==> config.mk <==
export PLATFORM = sky130hd
export DESIGN_NAME = fetch_queue_flat
export DESIGN_NICKNAME = d
export VERILOG_FILES = /design/src/rtl/fetch_queue_if.sv /design/src/rtl/fetch_queue.sv /design/src/flat_wrapper.sv
export SDC_FILE = /design/constraint.sdc
export NUM_CORES = 1
export LEC_CHECK = 0
export BUFFER_PORTS_ARGS = -buffer_cell sky130_fd_sc_hd__buf_2
export CAP_MARGIN = 20
export CELL_PAD_IN_SITES_DETAIL_PLACEMENT = 2
export CELL_PAD_IN_SITES_GLOBAL_PLACEMENT = 2
export CORE_ASPECT_RATIO = 1.2
export CORE_UTILIZATION = 45
export CTS_CLUSTER_DIAMETER = 50
export DETAILED_ROUTE_END_ITERATION = 16
export PLACE_DENSITY_LB_ADDON = 0.1
export RECOVER_POWER = 50
export SLEW_MARGIN = 5
export SYNTH_ARGS = -nofsm -noshare
export SYNTH_HDL_FRONTEND = slang
export SYNTH_SLANG_ARGS = --single-unit
==> constraint.sdc <==
create_clock -name clk_i -period 11.29 [get_ports clk_i]
set_input_delay 0.5645 -clock clk_i [delete_from_list [all_inputs] [get_ports clk_i]]
set_output_delay 0.5645 -clock clk_i [all_outputs]
set_load 0.01 [all_outputs]
==> src/rtl/fetch_queue_if.sv <==
// Fetch-to-decode queue bus: enqueue side, dequeue side, flush and status.
// The master drives enqueue payload, dequeue ready and flush; the slave is the queue.
interface fetch_queue_if #(
   parameter int XLEN  = 32,
   parameter int DEPTH = 4,
   parameter int EXCW  = 4
);
   localparam int CNT_W = $clog2(DEPTH + 1);

   logic             flush_i;
   logic             enq_valid_i;
   logic             enq_ready_o;
   logic [XLEN-1:0]  enq_pc_i;
   logic [XLEN-1:0]  enq_pc_incr_i;
   logic [XLEN-1:0]  enq_inst_i;
   logic             enq_taken_i;
   logic [XLEN-1:0]  enq_target_i;
   logic [EXCW-1:0]  enq_exc_i;
   logic             deq_valid_o;
   logic             deq_ready_i;
   logic [XLEN-1:0]  deq_pc_o;
   logic [XLEN-1:0]  deq_pc_incr_o;
   logic [XLEN-1:0]  deq_inst_o;
   logic             deq_taken_o;
   logic [XLEN-1:0]  deq_target_o;
   logic [EXCW-1:0]  deq_exc_o;
   logic [CNT_W-1:0] count_o;
   logic             fenced_o;

   modport master (
      output flush_i, enq_valid_i, enq_pc_i, enq_pc_incr_i, enq_inst_i,
             enq_taken_i, enq_target_i, enq_exc_i, deq_ready_i,
      input  enq_ready_o, deq_valid_o, deq_pc_o, deq_pc_incr_o, deq_inst_o,
             deq_taken_o, deq_target_o, deq_exc_o, count_o, fenced_o
   );

   modport slave (
      input  flush_i, enq_valid_i, enq_pc_i, enq_pc_incr_i, enq_inst_i,
             enq_taken_i, enq_target_i, enq_exc_i, deq_ready_i,
      output enq_ready_o, deq_valid_o, deq_pc_o, deq_pc_incr_o, deq_inst_o,
             deq_taken_o, deq_target_o, deq_exc_o, count_o, fenced_o
   );
endinterface

==> src/rtl/fetch_queue.sv <==
// DEPTH-entry ready/valid instruction fetch queue with flush squash and exception fence.
// Optional FETCH_QUEUE_BYPASS_EN: empty-queue enqueue passes straight through to deq_* in the same cycle.
module fetch_queue #(
   parameter int XLEN  = 32,
   parameter int DEPTH = 4,
   parameter int EXCW  = 4
) (
   input logic          clk_i,
   input logic          rst_i,
   fetch_queue_if.slave fq
);
   localparam int PTR_W = $clog2(DEPTH);
   localparam int CNT_W = $clog2(DEPTH + 1);

   typedef struct packed {
      logic [XLEN-1:0] pc;
      logic [XLEN-1:0] pc_incr;
      logic [XLEN-1:0] inst;
      logic            taken;
      logic [XLEN-1:0] target;
      logic [EXCW-1:0] exc;
   } entry_t;

   entry_t           mem_q [DEPTH];
   entry_t           mem_d [DEPTH];
   logic [PTR_W:0]   wr_ptr_q, wr_ptr_d;
   logic [PTR_W:0]   rd_ptr_q, rd_ptr_d;
   logic [CNT_W-1:0] count_q, count_d;
   logic             fenced_q, fenced_d;

   entry_t enq_entry;
   entry_t head;
   entry_t deq_entry;
   logic   full, empty;
   logic   enq_ready, deq_valid;
   logic   enq_fire, deq_fire;
   logic   bypass;
   logic   wr_en, rd_en;

   always_comb begin
      enq_entry = '{pc:      fq.enq_pc_i,
                    pc_incr: fq.enq_pc_incr_i,
                    inst:    fq.enq_inst_i,
                    taken:   fq.enq_taken_i,
                    target:  fq.enq_target_i,
                    exc:     fq.enq_exc_i};
      full  = (wr_ptr_q[PTR_W] != rd_ptr_q[PTR_W]) &&
              (wr_ptr_q[PTR_W-1:0] == rd_ptr_q[PTR_W-1:0]);
      empty = (wr_ptr_q == rd_ptr_q);
      // Ready never looks at enq_valid_i; full blocks even if decode drains this cycle.
      enq_ready = !full && !fenced_q && !rst_i && !fq.flush_i;
      head      = mem_q[rd_ptr_q[PTR_W-1:0]];
      bypass    = 1'b0;
`ifdef FETCH_QUEUE_BYPASS_EN
      bypass    = empty && fq.enq_valid_i && enq_ready;
`endif
      deq_valid = bypass || !empty;
      deq_entry = bypass ? enq_entry : head;
      enq_fire  = fq.enq_valid_i && enq_ready;
      deq_fire  = deq_valid && fq.deq_ready_i && !fq.flush_i && !rst_i;
      // A bypassed entry consumed this cycle never touches storage.
      wr_en     = enq_fire && !(bypass && fq.deq_ready_i);
      rd_en     = deq_fire && !bypass;
   end

   always_comb begin
      wr_ptr_d = wr_ptr_q;
      rd_ptr_d = rd_ptr_q;
      count_d  = count_q;
      fenced_d = fenced_q;
      if (rst_i || fq.flush_i) begin
         wr_ptr_d = '0;
         rd_ptr_d = '0;
         count_d  = '0;
         fenced_d = 1'b0;
      end else begin
         if (wr_en) wr_ptr_d = wr_ptr_q + 1'b1;
         if (rd_en) rd_ptr_d = rd_ptr_q + 1'b1;
         count_d = count_q + CNT_W'(wr_en) - CNT_W'(rd_en);
         if (enq_fire && (fq.enq_exc_i != '0)) fenced_d = 1'b1;
      end
   end

   always_comb begin
      for (int i = 0; i < DEPTH; i++) mem_d[i] = mem_q[i];
      if (wr_en) mem_d[wr_ptr_q[PTR_W-1:0]] = enq_entry;
   end

   always_ff @(posedge clk_i) begin
      if (rst_i) begin
         wr_ptr_q <= '0;
         rd_ptr_q <= '0;
         count_q  <= '0;
         fenced_q <= 1'b0;
      end else begin
         wr_ptr_q <= wr_ptr_d;
         rd_ptr_q <= rd_ptr_d;
         count_q  <= count_d;
         fenced_q <= fenced_d;
      end
   end

   // Payload storage carries no reset; validity comes from the pointers.
   always_ff @(posedge clk_i) begin
      for (int i = 0; i < DEPTH; i++) mem_q[i] <= mem_d[i];
   end

   assign fq.enq_ready_o   = enq_ready;
   assign fq.deq_valid_o   = deq_valid;
   assign fq.deq_pc_o      = deq_entry.pc;
   assign fq.deq_pc_incr_o = deq_entry.pc_incr;
   assign fq.deq_inst_o    = deq_entry.inst;
   assign fq.deq_taken_o   = deq_entry.taken;
   assign fq.deq_target_o  = deq_entry.target;
   assign fq.deq_exc_o     = deq_entry.exc;
   assign fq.count_o       = count_q;
   assign fq.fenced_o      = fenced_q;
endmodule

==> src/flat_wrapper.sv <==
// flat-port wrapper written by rule: the top's interface ports become plain ports
module fetch_queue_flat 
#(
   parameter int XLEN  = 32,
   parameter int DEPTH = 4,
   parameter int EXCW  = 4
)
  (clk_i, rst_i, fq_flush_i, fq_enq_valid_i, fq_enq_pc_i, fq_enq_pc_incr_i, fq_enq_inst_i, fq_enq_taken_i, fq_enq_target_i, fq_enq_exc_i, fq_deq_ready_i, fq_enq_ready_o, fq_deq_valid_o, fq_deq_pc_o, fq_deq_pc_incr_o, fq_deq_inst_o, fq_deq_taken_o, fq_deq_target_o, fq_deq_exc_o, fq_count_o, fq_fenced_o);
  fetch_queue_if #(.XLEN(XLEN), .DEPTH(DEPTH), .EXCW(EXCW)) fq_i ();
  input logic clk_i;
  input logic rst_i;
  input wire logic [$bits(fq_i.flush_i)-1:0] fq_flush_i;
  input wire logic [$bits(fq_i.enq_valid_i)-1:0] fq_enq_valid_i;
  input wire logic [$bits(fq_i.enq_pc_i)-1:0] fq_enq_pc_i;
  input wire logic [$bits(fq_i.enq_pc_incr_i)-1:0] fq_enq_pc_incr_i;
  input wire logic [$bits(fq_i.enq_inst_i)-1:0] fq_enq_inst_i;
  input wire logic [$bits(fq_i.enq_taken_i)-1:0] fq_enq_taken_i;
  input wire logic [$bits(fq_i.enq_target_i)-1:0] fq_enq_target_i;
  input wire logic [$bits(fq_i.enq_exc_i)-1:0] fq_enq_exc_i;
  input wire logic [$bits(fq_i.deq_ready_i)-1:0] fq_deq_ready_i;
  output wire logic [$bits(fq_i.enq_ready_o)-1:0] fq_enq_ready_o;
  output wire logic [$bits(fq_i.deq_valid_o)-1:0] fq_deq_valid_o;
  output wire logic [$bits(fq_i.deq_pc_o)-1:0] fq_deq_pc_o;
  output wire logic [$bits(fq_i.deq_pc_incr_o)-1:0] fq_deq_pc_incr_o;
  output wire logic [$bits(fq_i.deq_inst_o)-1:0] fq_deq_inst_o;
  output wire logic [$bits(fq_i.deq_taken_o)-1:0] fq_deq_taken_o;
  output wire logic [$bits(fq_i.deq_target_o)-1:0] fq_deq_target_o;
  output wire logic [$bits(fq_i.deq_exc_o)-1:0] fq_deq_exc_o;
  output wire logic [$bits(fq_i.count_o)-1:0] fq_count_o;
  output wire logic [$bits(fq_i.fenced_o)-1:0] fq_fenced_o;
  assign fq_i.flush_i = fq_flush_i;
  assign fq_i.enq_valid_i = fq_enq_valid_i;
  assign fq_i.enq_pc_i = fq_enq_pc_i;
  assign fq_i.enq_pc_incr_i = fq_enq_pc_incr_i;
  assign fq_i.enq_inst_i = fq_enq_inst_i;
  assign fq_i.enq_taken_i = fq_enq_taken_i;
  assign fq_i.enq_target_i = fq_enq_target_i;
  assign fq_i.enq_exc_i = fq_enq_exc_i;
  assign fq_i.deq_ready_i = fq_deq_ready_i;
  assign fq_enq_ready_o = fq_i.enq_ready_o;
  assign fq_deq_valid_o = fq_i.deq_valid_o;
  assign fq_deq_pc_o = fq_i.deq_pc_o;
  assign fq_deq_pc_incr_o = fq_i.deq_pc_incr_o;
  assign fq_deq_inst_o = fq_i.deq_inst_o;
  assign fq_deq_taken_o = fq_i.deq_taken_o;
  assign fq_deq_target_o = fq_i.deq_target_o;
  assign fq_deq_exc_o = fq_i.deq_exc_o;
  assign fq_count_o = fq_i.count_o;
  assign fq_fenced_o = fq_i.fenced_o;
  fetch_queue #(.XLEN(XLEN), .DEPTH(DEPTH), .EXCW(EXCW)) u_core (.clk_i(clk_i), .rst_i(rst_i), .fq(fq_i));
endmodule
* Word level (Yosys, flattened, before mapping) *
Memories as Yosys holds them, arrays and structs flattened. A register that Yosys moved wholly into a read port is not among the register bits.
Index checks and enable logic that the tools add are counted.

word-level totals
  bits in registers = 10
  RAM bits = 532
  input bits = 138
  memories = 1

operators by class
  $add $sub $neg = 4
  order comparisons = 2
  equal/unequal tests = 3
  multiplexer cells = 6
  bitwise logic cells = 1
  reduce and logical (&&, ||, !) cells = 18

memories
  name          words  bits a word  read ports  clocked after memory_dff  write ports  line               source
  u_core.mem_q  4      133          5           1                         4            fetch_queue.sv:24  entry_t mem_q [DEPTH];

operators with widths
  operator                                                   count
  bitwise mux 532 bit                                        1
  two-way mux 532 bit                                        1
  demux 133 bit (select 2 bit)                               1
  two-way mux 133 bit                                        1
  logical AND 1 bit                                          10
  adder 3 x 1 -> 3 bit (second input constant)               2
  logical NOT 1 bit                                          5
  two-way mux 2 bit                                          2
  nonzero test 4 bit                                         1
  adder 3 x 1 -> 3 bit                                       1
  == test 3 bit                                              1
  greater-or-equal comparator 3 bit (second input constant)  1
  < comparator 3 x 1 -> 1 bit (second input constant)        1
  inverter 2 -> 3 bit                                        1
  subtractor 3 x 1 -> 3 bit                                  1
  == test 2 bit                                              1
  OR reduction 2 bit                                         1
  logical OR 1 bit                                           1
  != test 1 bit                                              1

* Longest topological paths before layout *
  word-level depth = 9
  gate-level depth with buffers = 10

* Least setup slack after synthesis *
No wires, ideal clock.

  kind = input to register
  start point = input port rst_i
  end point = memory u_core.mem_q[1][0] in the netlist's numbering (enable)
  arrival = 4336 ps
  slack = 6445 ps
  stages = 4
  buffers on the path = 1
  cells stage by stage = clkbuf_1 nor4b_1 o31a_2 and2_1

RTL lines
  element          line                source
  start, declared  flat_wrapper.sv:11  input logic rst_i;
  end, declared    fetch_queue.sv:24

==> results.yml <==
cts:
  clock_latency_ns: 0.61
  holdBufCountCts: 0
  post_cts_resized: 0
  cts_root_buf: "clkbuf_16"
  cts_tree: "yes"
  cts.clk_slew.worst_paths_ns: 0.06
  numCtsBuffers: 57
  clockBufferDepth: 3
  htree_levels: 2
  cts_sinks: 544
  postCtsSetupRepairBufs: 0
sta:
  max_freq_mhz: 193
  rsz0062_at_grt: "no"
  whs_ns: 0.211
  hold_viol: 0
  period_needed_ns: 5.18
  finalSetupViolations: 0
  tightestPinTransition_ns: 2.42
  skew_ns: 0.0180
  fin_tns_setup_ns: 0
  fin_crit_sh: 0.459
  drv_slew: 70
  slew_headroom: -0.615
logic_synthesis:
  yosys_warnings: 0
  yosys_most_used_dff: "edfxtp_1"
  ys_ff_latch: 544
  netlist_area_um2: 20000
  syn_nets: 934
  ys_async_sr_fraction: 0
  syn_avg_cell_area_um2: 25.4
  synth_edf_count: 532
  ys_seq_area_frac: 0.812
  yosysUniqueCellTypes: 32
  postSynthCellCount: 788
setup_path:
  r2r_start: "u_core.wr_ptr_q[2]$_SDFFE_PP0P_"
  ff2ff_path_depth: 5
  path_common_cell: "buf_4"
  cp-startpoint: "u_core.wr_ptr_q[2]$_SDFFE_PP0P_"
  r2r_setup_slack_ns: 6.11
  cpPeakStageDelay_ns: 1.79
  critPathCaptureType: "register"
  crit_path_cell_trace: "xnor2_1, o31a_2, and2_0, buf_4, buf_4"
  cp-endpoint: "u_core.mem_q[0][93]$_DFFE_PP_"
  critical_path_class: "register to register"
  crit_path_max_fanout: 58
  cp_slowest_cell: "and2_0"
  r2r-end: "u_core.mem_q[0][93]$_DFFE_PP_"
  arrival_ns: 5.40
  startpoint_type: "register"
  critPathRequiredTime_ns: 11.51
global_route:
  grt_pass1_vias: 10600
  antenna_found_initial: 7
  grt.total_usage: 0.224
  grt_pass1_wl_um: 72300
  grt_max_degree: 63
  grt_overflow: 0
pwr:
  leakagePower_nw: 7.46
  power.density_nw_per_um2: 179
  peakVddDrop_uv: 136
  power_mw: 4.24
placement:
  hpwl_um: 30900
  dp.cells: 1604
  dpl_cell_area_um2: 22000
  numPortBuffers: 276
  place.gp.congestion: 0.754
outcome:
  status: "complete, but fails checks"
  violations: "max-capacitance violations, max-slew violations"
route:
  wl_per_cell_um: 28.9
  vias: 9384
  dr.pass1.iters: 4
  drt_iter0_markers: 435
  drc: 0
  vias_per_cell: 5.48
  ant_nets: 0
  routed_wl_um: 49500
floorplan:
  core_um2: 43800
  dieArea_um2: 45300
  ioPinCount: 277
  rows: 84
  die_h_um: 233
  initial_core_util: 0.456
  die_w_um: 194
flow_run:
  cap_violations: 3
finish:
  nNetsFinal: 1250
  layout_common_cells: "532 x edfxtp_1, 147 x clkbuf_1, 139 x buf_2"
  final_area_um2: 23600
  layout-drive-gt1-share: 0.325
  area_growth_pct: 18.3
  fillers: 3786
  layout_commonest_cell: "edfxtp_1"
  layoutNonFillerInstCount: 1713
min_path:
  hold_depth: 1
  hp-class: "input pin to register"
[metrics by stage]
step / setup slack (ns) / utilization
2_1_floorplan: 6.45 / -
3_3_place_gp: 7.26 / 0.502
3_5_place_dp: 7.24 / 0.502
4_1_cts: 6.97 / 0.543
5_1_grt: 5.78 / 0.539
6_report: 6.11 / 0.540
[flip-flops by register name (all words and copies together), names as in the netlist, named ones only]
signal              flops
u_core.fq.fenced_o      1
u_core.mem_q          532
u_core.wr_ptr_q         3
u_core.rd_ptr_q         3
u_core.fq.count_o       3
[cell families (layout without fill, tap and decap cells)]
logic type,count (synthesis),count (layout),share of synthesized area
AO/OA/AOI/OAI,22,22,0.00808
XOR/XNOR,8,8,0.00351
adder cells (fa/ha/maj),8,8,0.00539
AND/OR/NAND/NOR,32,32,0.00983
flip-flops,544,544,0.812
buffers and inverters,41,404,0.0117
other,0,3,0
multiplexers,133,133,0.150
[worst max-delay path, delay by kind of cell (launching register included)]
kind	cells	cell delay (ns)
compound gates	1	0.32
simple gates	1	1.79
flops	1	0.36
buf+inv	2	1.64
xor+xnor	1	0.57
[cell type report]
class / count / area, µm² / share of cell area
repair buffers: 290 / 1320 / 0.0556
flip-flops and latches: 544 / 16200 / 0.686
diodes: 3 / 7.51 / 0.000317
clock inverters: 37 / 324 / 0.0137
clock buffers: 69 / 1510 / 0.0640
inverters: 8 / 30.0 / 0.00127
well taps: 559 / 699 / 0.0296
multi-input cells: 203 / 3530 / 0.149
[routing by layer]
layer  vias up  GRT usage  wire length, µm
met4        10     0.0704             1010
met2       293      0.412            27400
met1      4959      0.260            18200
met5         -          0               69
met3        75     0.0486             2790
li1       4047          -                -
[cells in the mapped netlist (2+ instances only)]
| cell type | n | area, µm² |
|---|---|---|
| nor4b_1 | 5 | 43.8 |
| o311ai_0 | 3 | 26.3 |
| mux4_2 | 133 | 3000 |
| nand3_1 | 6 | 30.0 |
| a31oi_1 | 3 | 18.8 |
| clkbuf_1 | 9 | 33.8 |
| a21oi_1 | 2 | 10.0 |
| and3_1 | 2 | 12.5 |
| nand2b_1 | 2 | 12.5 |
| o21ai_0 | 2 | 10.0 |
| xor2_1 | 3 | 26.3 |
| edfxtp_1 | 532 | 16000 |
| buf_2 | 16 | 80.1 |
| o211ai_1 | 7 | 52.6 |
| dfxtp_1 | 12 | 240 |
| xnor2_1 | 5 | 43.8 |
| nand4_1 | 4 | 25.0 |
| nor2_1 | 2 | 7.51 |
| buf_6 | 8 | 90.1 |
| and2_1 | 6 | 37.5 |
| inv_1 | 8 | 30.0 |
| nand2_1 | 2 | 7.51 |
| ha_1 | 7 | 87.6 |
[report_power, final]
group	internal [mW]	total, mW	switching, mW	leakage [nW]
registers	2.24	2.25	0.00921	4.90
logic	0.0581	0.147	0.0891	1.66
clock network	1.07	1.85	0.778	0.901
[how the worst min path moves through the flow]
stage | from | to | slack [ns]
after global placement | u_core.fq.fenced_o$_SDFFE_PP0P_ | u_core.fq.fenced_o$_SDFFE_PP0P_ | 0.55
after floorplan | u_core.wr_ptr_q[2]$_SDFFE_PP0P_ | u_core.wr_ptr_q[2]$_SDFFE_PP0P_ | 0.53
after global routing | fq_enq_inst_i[19] | u_core.mem_q[1][56]$_DFFE_PP_ | 0.19
after detailed placement | u_core.fq.fenced_o$_SDFFE_PP0P_ | u_core.fq.fenced_o$_SDFFE_PP0P_ | 0.58
after CTS | fq_enq_inst_i[19] | u_core.mem_q[1][56]$_DFFE_PP_ | 0.13
final | fq_enq_inst_i[19] | u_core.mem_q[1][56]$_DFFE_PP_ | 0.21
Note: power is estimated with default switching activity, not from simulation.
